$ cat src/rtl/addsub_pipe.sv
// Pipelined add/subtract unit: the WIDTH-bit carry chain is resolved CHUNK bits per
// stage, with valid/ready handshaking, signed overflow handling and Z/C/N/V flags.
module addsub_pipe #(
    parameter int unsigned WIDTH  = 32,
    parameter int unsigned CHUNK  = 8,
    parameter bit          SAT_EN = 1'b0
) (
    input  logic             clk,
    input  logic             rst,
    input  logic             in_valid,
    output logic             in_ready,
    input  logic [WIDTH-1:0] a,
    input  logic [WIDTH-1:0] b,
    input  logic [1:0]       aluc,
    output logic             out_valid,
    input  logic             out_ready,
    output logic [WIDTH-1:0] result,
    output logic             zero,
    output logic             carry,
    output logic             negative,
    output logic             overflow
);

    // WIDTH must be a multiple of CHUNK with at least two chunks.
    localparam int unsigned NSTG = WIDTH / CHUNK;
    localparam int unsigned NM   = NSTG - 1;
    localparam int unsigned MSB  = WIDTH - 1;

    logic             advance;

    logic [NM-1:0]    vld;
    logic [WIDTH-1:0] a_q   [NM];
    logic [WIDTH-1:0] bx_q  [NM];
    logic [1:0]       mode_q[NM];
    logic [WIDTH-1:0] sum_q [NM];
    logic             cy_q  [NM];

    logic [NSTG-1:0]  src_v;
    logic [WIDTH-1:0] src_a   [NSTG];
    logic [WIDTH-1:0] src_bx  [NSTG];
    logic [1:0]       src_mode[NSTG];
    logic [WIDTH-1:0] src_sum [NSTG];
    logic             src_c   [NSTG];
    logic [CHUNK:0]   csum    [NSTG];
    logic [WIDTH-1:0] sum_nxt [NSTG];

    logic [WIDTH-1:0] res_nxt;
    logic             zero_nxt;
    logic             car_nxt;
    logic             neg_nxt;
    logic             ovf_nxt;

    assign advance  = ~out_valid | out_ready;
    assign in_ready = advance;

    // Stage k consumes the register of stage k-1 (stage 0 reads the ports) and adds chunk k.
    always_comb begin
        src_v[0]    = in_valid;
        src_a[0]    = a;
        src_bx[0]   = b ^ {WIDTH{aluc[0]}};
        src_mode[0] = aluc;
        src_sum[0]  = '0;
        src_c[0]    = aluc[0];
        for (int unsigned k = 1; k < NSTG; k++) begin
            src_v[k]    = vld[k-1];
            src_a[k]    = a_q[k-1];
            src_bx[k]   = bx_q[k-1];
            src_mode[k] = mode_q[k-1];
            src_sum[k]  = sum_q[k-1];
            src_c[k]    = cy_q[k-1];
        end
        for (int unsigned k = 0; k < NSTG; k++) begin
            csum[k] = {1'b0, src_a[k][k*CHUNK +: CHUNK]}
                    + {1'b0, src_bx[k][k*CHUNK +: CHUNK]}
                    + {{CHUNK{1'b0}}, src_c[k]};
            sum_nxt[k] = src_sum[k];
            sum_nxt[k][k*CHUNK +: CHUNK] = csum[k][CHUNK-1:0];
        end
    end

    always_comb begin
        res_nxt = sum_nxt[NM];
        car_nxt = 1'b0;
        neg_nxt = 1'b0;
        ovf_nxt = 1'b0;
        if (!src_mode[NM][1]) begin
            car_nxt = csum[NM][CHUNK] ^ src_mode[NM][0];
        end else begin
            ovf_nxt = (src_a[NM][MSB] == src_bx[NM][MSB]) && (sum_nxt[NM][MSB] != src_a[NM][MSB]);
            if (ovf_nxt) begin
                if (SAT_EN)
                    res_nxt = src_a[NM][MSB] ? {1'b1, {(WIDTH-1){1'b0}}} : {1'b0, {(WIDTH-1){1'b1}}};
                else
                    res_nxt = '0;
            end
            neg_nxt = res_nxt[MSB];
        end
        zero_nxt = (res_nxt == '0);
    end

    always_ff @(posedge clk or posedge rst) begin
        if (rst) begin
            vld       <= '0;
            out_valid <= 1'b0;
            result    <= '0;
            zero      <= 1'b0;
            carry     <= 1'b0;
            negative  <= 1'b0;
            overflow  <= 1'b0;
            for (int unsigned k = 0; k < NM; k++) begin
                a_q[k]    <= '0;
                bx_q[k]   <= '0;
                mode_q[k] <= '0;
                sum_q[k]  <= '0;
                cy_q[k]   <= 1'b0;
            end
        end else if (advance) begin
            for (int unsigned k = 0; k < NM; k++) begin
                vld[k] <= src_v[k];
                if (src_v[k]) begin
                    a_q[k]    <= src_a[k];
                    bx_q[k]   <= src_bx[k];
                    mode_q[k] <= src_mode[k];
                    sum_q[k]  <= sum_nxt[k];
                    cy_q[k]   <= csum[k][CHUNK];
                end
            end
            out_valid <= src_v[NM];
            if (src_v[NM]) begin
                result   <= res_nxt;
                zero     <= zero_nxt;
                carry    <= car_nxt;
                negative <= neg_nxt;
                overflow <= ovf_nxt;
            end
        end
    end

endmodule

$ cat config.mk
export PLATFORM = sky130hd
export DESIGN_NAME = addsub_pipe
export DESIGN_NICKNAME = d
export VERILOG_FILES = /design/src/rtl/addsub_pipe.sv
export SDC_FILE = /design/constraint.sdc
export NUM_CORES = 1
export LEC_CHECK = 0
export CAP_MARGIN = 30
export CORE_MARGIN = 1
export CORE_UTILIZATION = 62
export CTS_BUF_LIST = sky130_fd_sc_hd__clkbuf_8
export DETAILED_ROUTE_END_ITERATION = 6
export PLACE_DENSITY = 0.87
export SETUP_SLACK_MARGIN = 0.5
export SYNTH_ARGS = -nofsm -noshare
export SYNTH_HDL_FRONTEND = slang
export SYNTH_SLANG_ARGS = --single-unit
$ cat constraint.sdc
create_clock -name clk -period 10.6 [get_ports clk]
set_clock_uncertainty 0.1 [all_clocks]
set_input_delay 1.06 -clock clk [delete_from_list [all_inputs] [get_ports clk]]
set_output_delay 1.06 -clock clk [all_outputs]
set_load 0.01 [all_outputs]
==> reports/qor.yml <==
run_status:
  status: "completed"
layout:
  drive_gt1_frac: 0.1756
  fin_util: 0.7509
  fillers: 892
  areaGrowthSynthToFinish_pct: 18.22
  nNetsFinal: 953
  finalNonFillerCells: 1040
  multiInputGateArea_sq_um: 3736
  final_area_sq_um: 10420
  insertedDiodeCount: 0
  regArea_sq_um: 4830
routing:
  vias_per_cell: 5.678
  drc: 0
  first_pass_iters: 5
  wl_per_cell_um: 16.92
  drtIter0Drc: 362
  wirelength_um: 17600
  vias: 5905
  postRouteAntennaNets: 0
pwr:
  sequentialPowerShare: 0.414
  power_frac_comb: 0.433
  power_mw: 3.085
  netSwitchingFraction: 0.3664
  p_per_area_nw_per_um2: 296.0
  switchingPower_mw: 1.130
  internal_power_mw: 1.955
  leakage_nw: 4.606
  p_clk_frac: 0.153
  vdd_drop_max_mv: 0.1674
clocking:
  clock-sinks: 193
  post_cts.resized_instances: 0
  numCtsBuffers: 17
  clk_pin_slew_ns: 0.09
  htree_levels: 4
  clk_latency_ns: 0.48
  cts_root_buffer: "clkbuf_8"
  cts_hold_buf: 0
  clock_path_buffers: 2
  cts_tree: "done"
  cts_setup_buffers: 0
placed_design:
  place_area_sq_um: 10040
  gp_congestion: 0.8863
  io_buffer_count: 107
  post-dp-hpwl_um: 12730
  dpl_worst_slack_ns: 6.785
  dp_cells: 1009
critical_path:
  critPathMostFrequentCell: "clkdlybuf4s50_1"
  cpPeakStageDelay_ns: 0.64
  crit_buf_inv: 2
  crit_type: "in -> out"
  cp-end-kind: "primary output"
  cpLargestDelayFamily: "buffers and inverters"
  cpMaxStageDelayCell: "clkdlybuf4s50_1"
  required_ns: 9.44
  crit_fanout: 11
  path_cells: "clkdlybuf4s50_1 > nand2b_1 > clkdlybuf4s50_1"
  startpoint_type: "input port"
  arrival_ns: 2.56
die:
  coreArea_sq_um: 13880
  die_h_um: 121.3
  die_w_um: 121.3
  pin_count: 108
  dieArea_sq_um: 14700
  rows: 43
  start_util: 0.6352
grt:
  gr-total-overflow: 0
  grt_max_degree: 102
  grt_pass1_vias: 5991
  grt_pass1_wl_um: 29300
  grt.total_usage: 0.2613
  antenna_found_initial: 0
synthesis:
  synth_seq_area_share: 0.5478
  ys.flop_type: "dfrtp_1"
  synth_area_leader_cell: "dfrtp_1"
  async_reset_ff_frac: 1.000
  syn_avg_cell_area_sq_um: 11.73
  ys_seq_elements: 193
  synth_fp_nets: 857
  ys_top_cells_by_area: "dfrtp_1 (55%), mux2_2 (14%), nand2_1 (4.9%), ha_1 (4.0%), xnor2_1 (3.5%)"
  ys_types: 48
  synth_edf_count: 0
  synthCells: 752
  yosysWarnings: 0
  synthesis.area_sq_um: 8817
  synth.top_cell.area_share: 0.5478
timing:
  setup-violations-final: 0
  setup-tns-final_ns: 0
  worst_slew_pin_slew_ns: 0.9588
  rsz0062_at_grt: "no"
  relSlewSlack: 0.3608
  layout_min_cycle_time_ns: 3.720
  fmax_mhz: 268.8
  slew_violations: 0
  fin_crit_sh: 0.3509
  final_hold_viol_count: 0
  finalWorstSetupSlack_ns: 6.880
  holdWs_ns: 0.3854
worst_hold_path:
  min_path_type: "reg -> reg"
run:
  cap_violations: 0
power by group through the flow:
stage               Clock [mW]  Sequential, mW  Combinational, mW
finish                   0.471            1.28               1.34
global route             0.506            1.31               1.49
CTS                      0.477            1.28               1.34
detailed placement           0            1.29               1.33
global placement             0            1.26               1.24
floorplan                    0            1.23              0.954
area by class of cell:
type | instances | share of cell area
multi-input cells | 502 | 0.3584
flip-flops and latches | 193 | 0.4633
well taps | 180 | 0.02161
repair buffers | 113 | 0.1116
clock inverters | 14 | 0.01452
inverters | 21 | 0.008042
clock buffers | 17 | 0.02245
synthesized netlist by cell type, types with 2 or more instances:
| library cell | number |
|---|---|
| buf_2 | 18 |
| o21ai_1 | 17 |
| nor4_1 | 5 |
| ha_1 | 28 |
| nor4b_1 | 2 |
| o31ai_1 | 12 |
| nand4_1 | 2 |
| xor2_1 | 15 |
| a211oi_1 | 5 |
| nand4b_1 | 2 |
| a21o_1 | 11 |
| nor2b_1 | 4 |
| inv_1 | 21 |
| buf_6 | 3 |
| nor3_1 | 8 |
| clkbuf_1 | 14 |
| a31oi_1 | 2 |
| nor3b_1 | 5 |
| fa_1 | 7 |
| a21oi_1 | 17 |
| o21ai_0 | 59 |
| o21a_1 | 5 |
| nor2_1 | 13 |
| o21bai_1 | 4 |
| xnor2_1 | 35 |
| nand2b_1 | 2 |
| nand2_1 | 115 |
| dfrtp_1 | 193 |
| nand3b_1 | 2 |
| mux2_2 | 107 |
| and2_1 | 2 |
sequential cells by signal, summed over array words and instances (netlist names):
name	cells
a_q	48
bx_q	48
src_sum	48
result	32
mode_q	6
cy_q	3
vld	3
carry	1
negative	1
out_valid	1
overflow	1
zero	1
final timing paths:
| kind | cells past startpoint | slack, ns | from | endpoint |
|---|---|---|---|---|
| max | 3 | 6.88 | out_ready | in_ready |
| min | 2 | 0.39 | result[24] | result[24] |
| max reg2reg | 10 | 7.53 | a_q[24] | zero |
| min reg2reg | 2 | 0.39 | result[24] | result[24] |
| max in group asynchronous | 4 | 7.96 | rst | src_sum[4] |
| min in group asynchronous | 2 | 0.79 | rst | a_q[81] |
cells in the final DEF (no fill, tap or decap), drive strengths merged, types with 8 or more instances in the layout:
master and n:
o31ai 12, ha 28, xnor2 35, clkbuf 17, nor2 13, nor3 8, nand2 116, mux2 107
a21o 11, dfrtp 193, clkdlybuf4s50 106, o21ai 77, a21oi 17, inv 24, xor2 15
per-layer routing:
metal,up-vias,GRT usage,part of all wire
met5,-,0,0
met4,0,0.1011,0.017
met3,23,0.04840,0.050
met2,159,0.4057,0.48
met1,2943,0.3678,0.45
li1,2780,-,-
worst register-to-register path: cells and delay by family (launching register included):
family	cells	cell delay [ns]
AOI/OAI and AO/OA	1	0.15
adders and majority gates	2	0.90
DFF	1	0.35
and+or+nand+nor	5	1.38
buffers and inverters	2	0.15
cells by family after synthesis:
group	synth area share
simple gates	0.08500
buf+inv	0.02937
mux	0.1367
xor+xnor	0.04967
compound gates	0.09593
fa+ha+maj	0.05563
flops	0.5478
No activity file was read; power rests on OpenSTA's default activity.
